$ cat src/rtl/pdua_pkg.sv
// Shared PDUA definitions: flag bit positions in the packed {C,N,P,Z} vector
// and the helper that builds that vector from raw ALU status.
package pdua_pkg;

   localparam int FLAGS_W = 4;
   localparam int FLAG_C  = 3;
   localparam int FLAG_N  = 2;
   localparam int FLAG_P  = 1;
   localparam int FLAG_Z  = 0;

   // P means strictly positive, so it is derived from N and Z, not from the ALU.
   function automatic logic [FLAGS_W-1:0] pack_flags(input logic c, input logic n,
                                                     input logic z);
      logic [FLAGS_W-1:0] f;
      f         = '0;
      f[FLAG_C] = c;
      f[FLAG_N] = n;
      f[FLAG_P] = ~n & ~z;
      f[FLAG_Z] = z;
      return f;
   endfunction

endpackage

$ cat src/rtl/status_int_unit_if.sv
// Bundle of control-word strobes, ALU status and condition outputs between
// the datapath/microcode side (master) and status_int_unit (slave).
interface status_int_unit_if #(parameter int DATA_WIDTH = 8);

   logic [DATA_WIDTH-1:0] alu_result;
   logic                  alu_cout;
   logic                  flag_we;
   logic                  int_en_set;
   logic                  int_en_clr;
   logic                  int_ack;
   logic                  reti;
   logic                  irq;
   logic                  C;
   logic                  N;
   logic                  P;
   logic                  Z;
   logic                  INT;
   logic                  int_pending;

   // All inputs are single-cycle level strobes sampled on the rising clock edge;
   // there is no valid/ready handshake, each strobe acts once per cycle it is high.
   modport master (
      output alu_result, alu_cout, flag_we, int_en_set, int_en_clr, int_ack, reti, irq,
      input  C, N, P, Z, INT, int_pending
   );

   modport slave (
      input  alu_result, alu_cout, flag_we, int_en_set, int_en_clr, int_ack, reti, irq,
      output C, N, P, Z, INT, int_pending
   );

endinterface

$ cat src/rtl/sync_2ff.sv
// Two-flop synchroniser for asynchronous external inputs.
module sync_2ff (
   input  logic clk,
   input  logic rst,
   input  logic d,
   output logic q
);

   logic sync1_q, sync1_d;
   logic sync2_q, sync2_d;

   always_comb begin
      sync1_d = d;
      sync2_d = sync1_q;
   end

   always_ff @(posedge clk or negedge rst) begin
      if (!rst) begin
         sync1_q <= 1'b0;
         sync2_q <= 1'b0;
      end else begin
         sync1_q <= sync1_d;
         sync2_q <= sync2_d;
      end
   end

   assign q = sync2_q;

endmodule

$ cat src/rtl/status_int_unit.sv
// Flag register and interrupt front end feeding the PDUA control unit's
// C/N/P/Z/INT condition inputs, with flag save/restore around service.
module status_int_unit
   import pdua_pkg::*;
#(
   parameter int DATA_WIDTH = 8
) (
   input logic               clk,
   input logic               rst,
   status_int_unit_if.slave  bus
);

   logic [FLAGS_W-1:0] flags_q, flags_d;
   logic [FLAGS_W-1:0] shadow_q, shadow_d;
   logic               irq_d3_q, irq_d3_d;
   logic               pending_q, pending_d;
   logic               enable_q, enable_d;
   logic               irq_s;
   logic               irq_edge;

   sync_2ff u_irq_sync (
      .clk (clk),
      .rst (rst),
      .d   (bus.irq),
      .q   (irq_s)
   );

   assign irq_edge = irq_s & ~irq_d3_q;

   always_comb begin
      flags_d   = flags_q;
      shadow_d  = shadow_q;
      irq_d3_d  = irq_s;
      pending_d = pending_q;
      enable_d  = enable_q;

      if (bus.flag_we)
         flags_d = pack_flags(bus.alu_cout, bus.alu_result[DATA_WIDTH-1],
                              (bus.alu_result == '0));
      if (bus.reti)
         flags_d = shadow_q;

      // Shadow always captures the pre-update flags, even alongside flag_we or reti.
      if (bus.int_ack)
         shadow_d = flags_q;

      if (bus.int_ack)
         pending_d = 1'b0;
      if (irq_edge)
         pending_d = 1'b1;

      // Later assignments win: clearing strobes override the setting ones.
      if (bus.reti)
         enable_d = 1'b1;
      if (bus.int_en_set)
         enable_d = 1'b1;
      if (bus.int_en_clr)
         enable_d = 1'b0;
      if (bus.int_ack)
         enable_d = 1'b0;
   end

   always_ff @(posedge clk or negedge rst) begin
      if (!rst) begin
         flags_q   <= '0;
         shadow_q  <= '0;
         irq_d3_q  <= 1'b0;
         pending_q <= 1'b0;
         enable_q  <= 1'b0;
      end else begin
         flags_q   <= flags_d;
         shadow_q  <= shadow_d;
         irq_d3_q  <= irq_d3_d;
         pending_q <= pending_d;
         enable_q  <= enable_d;
      end
   end

   assign bus.C           = flags_q[FLAG_C];
   assign bus.N           = flags_q[FLAG_N];
   assign bus.P           = flags_q[FLAG_P];
   assign bus.Z           = flags_q[FLAG_Z];
   assign bus.INT         = pending_q & enable_q;
   assign bus.int_pending = pending_q;

endmodule

$ cat src/flat_wrapper.sv
// flat-port wrapper written by rule: the top's interface ports become plain ports
module status_int_unit_flat import pdua_pkg::*;
#(
   parameter int DATA_WIDTH = 8
)
  (clk, rst, bus_alu_result, bus_alu_cout, bus_flag_we, bus_int_en_set, bus_int_en_clr, bus_int_ack, bus_reti, bus_irq, bus_C, bus_N, bus_P, bus_Z, bus_INT, bus_int_pending);
  status_int_unit_if #(.DATA_WIDTH(DATA_WIDTH)) bus_i ();
  input logic clk;
  input logic rst;
  input wire logic [$bits(bus_i.alu_result)-1:0] bus_alu_result;
  input wire logic [$bits(bus_i.alu_cout)-1:0] bus_alu_cout;
  input wire logic [$bits(bus_i.flag_we)-1:0] bus_flag_we;
  input wire logic [$bits(bus_i.int_en_set)-1:0] bus_int_en_set;
  input wire logic [$bits(bus_i.int_en_clr)-1:0] bus_int_en_clr;
  input wire logic [$bits(bus_i.int_ack)-1:0] bus_int_ack;
  input wire logic [$bits(bus_i.reti)-1:0] bus_reti;
  input wire logic [$bits(bus_i.irq)-1:0] bus_irq;
  output wire logic [$bits(bus_i.C)-1:0] bus_C;
  output wire logic [$bits(bus_i.N)-1:0] bus_N;
  output wire logic [$bits(bus_i.P)-1:0] bus_P;
  output wire logic [$bits(bus_i.Z)-1:0] bus_Z;
  output wire logic [$bits(bus_i.INT)-1:0] bus_INT;
  output wire logic [$bits(bus_i.int_pending)-1:0] bus_int_pending;
  assign bus_i.alu_result = bus_alu_result;
  assign bus_i.alu_cout = bus_alu_cout;
  assign bus_i.flag_we = bus_flag_we;
  assign bus_i.int_en_set = bus_int_en_set;
  assign bus_i.int_en_clr = bus_int_en_clr;
  assign bus_i.int_ack = bus_int_ack;
  assign bus_i.reti = bus_reti;
  assign bus_i.irq = bus_irq;
  assign bus_C = bus_i.C;
  assign bus_N = bus_i.N;
  assign bus_P = bus_i.P;
  assign bus_Z = bus_i.Z;
  assign bus_INT = bus_i.INT;
  assign bus_int_pending = bus_i.int_pending;
  status_int_unit #(.DATA_WIDTH(DATA_WIDTH)) u_core (.clk(clk), .rst(rst), .bus(bus_i));
endmodule
$ cat config.mk
export PLATFORM = sky130hd
export DESIGN_NAME = status_int_unit_flat
export DESIGN_NICKNAME = d
export VERILOG_FILES = /design/src/rtl/pdua_pkg.sv /design/src/rtl/status_int_unit_if.sv /design/src/rtl/sync_2ff.sv /design/src/rtl/status_int_unit.sv /design/src/flat_wrapper.sv
export SDC_FILE = /design/constraint.sdc
export NUM_CORES = 1
export LEC_CHECK = 0
export ABC_CLOCK_PERIOD_IN_PS = 940
export BUFFER_PORTS_ARGS = -buffer_cell sky130_fd_sc_hd__buf_2
export CAP_MARGIN = 20
export CORE_AREA = 2 2 39 41
export DETAILED_ROUTE_END_ITERATION = 12
export DIE_AREA = 0 0 41 43
export MAX_ROUTING_LAYER = met4
export PLACE_DENSITY = 0.67
export SETUP_SLACK_MARGIN = 0.02
export SYNTH_ARGS = -nofsm -noshare
export SYNTH_HDL_FRONTEND = slang
export SYNTH_HIERARCHICAL = 1
export SYNTH_SLANG_ARGS = --single-unit
export TNS_END_PERCENT = 5
$ cat constraint.sdc
create_clock -name clk -period 0.94 [get_ports clk]
set_input_delay 0.047 -clock clk [delete_from_list [all_inputs] [get_ports clk]]
set_output_delay 0.047 -clock clk [all_outputs]
set_load 0.02 [all_outputs]
==> flow_summary.yaml <==
power_and_ir_drop:
  ir_drop_mv: 1.11
  combPwrFrac_pct: 19.6
  internal-power_mw: 0.918
  p_switching_mw: 0.328
  powerDensity_nw_per_um2: 1640
  sequentialPowerShare_pct: 52.8
  p_leak_nw: 0.374
  pwr-share-clk_pct: 27.6
  p_sw_share_pct: 26.4
clock_tree:
  clkLatencyLatePin_ns: 0.28
  cts-root-buf: "clkbuf_4"
  htree_levels: 1
  cts_tree: "done"
  clock_sinks: 13
  numCtsBuffers: 3
  clock_path_buffers: 2
  path_clk_slew_ns: 0.08
drt:
  drc: 0
  via_per_inst: 4.77
  dr.pass1.iters: 3
  ant_nets: 0
  drt-initial-drc-count: 6
  drt-total-wl_mm: 1.10
  vias: 415
  avgRoutedWirePerCell_um: 12.6
global_route:
  grt-ovfl-total: 0
  antenna_found_initial: 0
  gr-usage-met1_pct: 16.1
  grtUsageTotal_pct: 16.6
  grt_pass1_vias: 425
  grt_pass1_wl_mm: 1.70
  met3_usage_pct: 11.5
  grt_max_degree: 14
  gr-usage-met2_pct: 20.3
  top_usage_layer: "met2"
placement:
  io_buffers: 22
  dp.cells: 78
  dp_hpwl_um: 762
  placed_area_um2: 661
  dp_worst_setup_slack_ns: -0.0199
  finalWeightedCongestion: 0.701
synth:
  ys_ff_latch: 13
  yosys.area.top_type: "dfrtp_1"
  yosysSeqAreaShare_pct: 62.1
  synth_cell_types: 19
  yosys-top-cells-area: "dfrtp_1 62%, mux2_2 8.6%, nor4_4 4.1%"
  synthesis.area_um2: 524
  synth.avg_cell_area_um2: 13.1
  synthCells: 40
  ys_warn_count: 6
  netlist.area_leader.share_pct: 62.1
  syn_nets: 57
timing:
  setup_violations: 1
  clock-skew-final_ns: 0.0148
  fin_setup_tns_ns: -0.0619
  worst_pin_slew_ns: 0.292
  hold_viol: 0
  layout_setup_ws_ns: -0.0619
  rsz0062_at_grt: "yes"
  maxSlewViolCount: 0
  fmax_mhz: 998
  period_share_pct: 107
  slew_headroom_pct: 80.5
  final.min_clock_period_ns: 1.00
worst_setup_path:
  cp.required_ns: 0.89
  start_kind: "flop"
  cp_top_family: "flip-flops"
  critPathSlowestCell: "dfrtp_1"
  critPathBufInv: 1
  critPathArrivalTime_ns: 0.95
  crit_type: "reg -> out"
  endpoint_kind: "primary output"
  path_cells: "and2_4 -> buf_6"
  cpPeakStageDelay_ns: 0.39
  crit_fanout: 2
cells_and_area:
  drive_gt1_share_pct: 50.7
  nets: 89
  multiInputGateArea_um2: 185
  area_growth_pct: 44.9
  stdcell_area_um2: 759
  antenna_cells: 0
  ff_latch_area_um2: 325
  instances_no_fill: 87
  fill_cells: 124
die:
  pin_count: 23
  chipHeight_um: 43
  start_util_pct: 37.9
  core_area_um2: 1380
  rows: 14
  die-area_um2: 1760
  die_w_um: 41
run:
  drv_cap: 0
status:
  run_status: "finished with violations"
  violations: "negative setup slack"
min_path:
  hold_class: "in -> reg"
worst paths after layout:
| kind | start | to | slack [ns] | cells after the start |
|---|---|---|---|---|
| max | u_core/enable_q | bus_INT | -0.06 | 2 |
| max reg2reg | u_core/enable_q | u_core/enable_q | 0.11 | 3 |
| min in group asynchronous | rst | u_core/flags_q[1] | 0.17 | 2 |
| max in group asynchronous | rst | u_core/u_irq_sync/sync1_q | 0.53 | 2 |
| min | bus_int_ack | u_core/enable_q | 0.03 | 2 |
| min reg2reg | u_core/u_irq_sync/sync1_q | u_core/u_irq_sync/q | 0.35 | 0 |
per-layer routing:
metal | up-vias | part of all wire, %
li1 | 204 | -
met1 | 197 | 40
met2 | 10 | 50
met3 | 4 | 5.8
met4 | 0 | 3.3
met5 | - | 0
kinds of logic (layout without fill, tap and decap cells):
logic type | count (synthesis) | in the layout | synth area share [%]
AOI/OAI and AO/OA | 7 | 7 | 8.83
DFF | 13 | 13 | 62.1
muxes | 6 | 6 | 12.4
and+or+nand+nor | 10 | 10 | 13.6
buffers and inverters | 4 | 35 | 3.10
cells in the mapped netlist, drive strengths merged:
master and instances:
a22oi 1, mux2i 2, nor2 1, nor3 2, o21ai 3, mux2 4, a211oi 1, and2 1
o22ai 1, nand2b 1, a221o 1, nand2 3, nor4 2, inv 2, buf 1, dfrtp 13
clkbuf 1
power groups by stage:
stage	registers, mW	logic (mW)	clock network (mW)
after floorplan	0.692	0.0774	0
after global routing	0.666	0.263	0.405
final	0.658	0.244	0.343
after detailed placement	0.666	0.206	0
after CTS	0.655	0.224	0.363
after global placement	0.662	0.202	0
final cells by class:
| type | instances | area share [%] |
|---|---|---|
| clock buffers | 4 | 3.46 |
| inverters | 2 | 0.988 |
| multi-input cells | 23 | 24.4 |
| flip-flops and latches | 13 | 42.8 |
| well taps | 16 | 2.64 |
| repair buffers | 29 | 25.7 |
per-stage QoR:
| stage | utilization [%] | hold slack [ns] | power (mW) |
|---|---|---|---|
| floorplan | - | -0.249 | 0.769 |
| global placement | 47.7 | -0.0569 | 0.864 |
| detailed placement | 47.7 | -0.0546 | 0.873 |
| CTS | 52.8 | 0.0107 | 1.24 |
| global route | 54.9 | 0.0157 | 1.33 |
| finish | 54.9 | 0.0255 | 1.25 |
cells in the final DEF (no fill, tap or decap):
| cell type | instances |
|---|---|
| buf_6 | 4 |
| mux2_2 | 4 |
| inv_1 | 2 |
| nor3_1 | 2 |
| nor2_1 | 1 |
| buf_2 | 18 |
| a221o_1 | 1 |
| clkbuf_4 | 3 |
| nand2b_1 | 1 |
| o21ai_1 | 1 |
| nor4_4 | 1 |
| a22oi_1 | 1 |
| mux2i_1 | 2 |
| a211oi_1 | 1 |
| nor4_2 | 1 |
| nand2_1 | 3 |
| o22ai_1 | 1 |
| dlygate4sd3_1 | 3 |
| o21ai_0 | 2 |
| buf_4 | 4 |
| clkbuf_1 | 1 |
| dfrtp_1 | 13 |
| and2_4 | 1 |
worst reg2reg max path, delay by kind of cell, from the launching register on:
kind                   cells  cell delay, ns
buffers and inverters      1            0.13
flip-flops                 1            0.39
AND/OR/NAND/NOR            2            0.21
registers in the layout (all words and copies together) (netlist names):
| name | cells |
|---|---|
| u_core/flags_q | 4 |
| u_core/shadow_q | 4 |
| u_core/bus.int_pending | 1 |
| u_core/enable_q | 1 |
| u_core/irq_d3_q | 1 |
| u_core/u_irq_sync/q | 1 |
| u_core/u_irq_sync/sync1_q | 1 |
what timing repair did:
action | CTS | global route
hold buffers | 3 | 0
pin swaps | 1 | 0
setup buffers | 1 | 1
resized for setup | 2 | 7
hold endpoints to repair | 15 | 0
setup endpoints to repair | 1 | 6
Power figures use the tool's default switching activity.
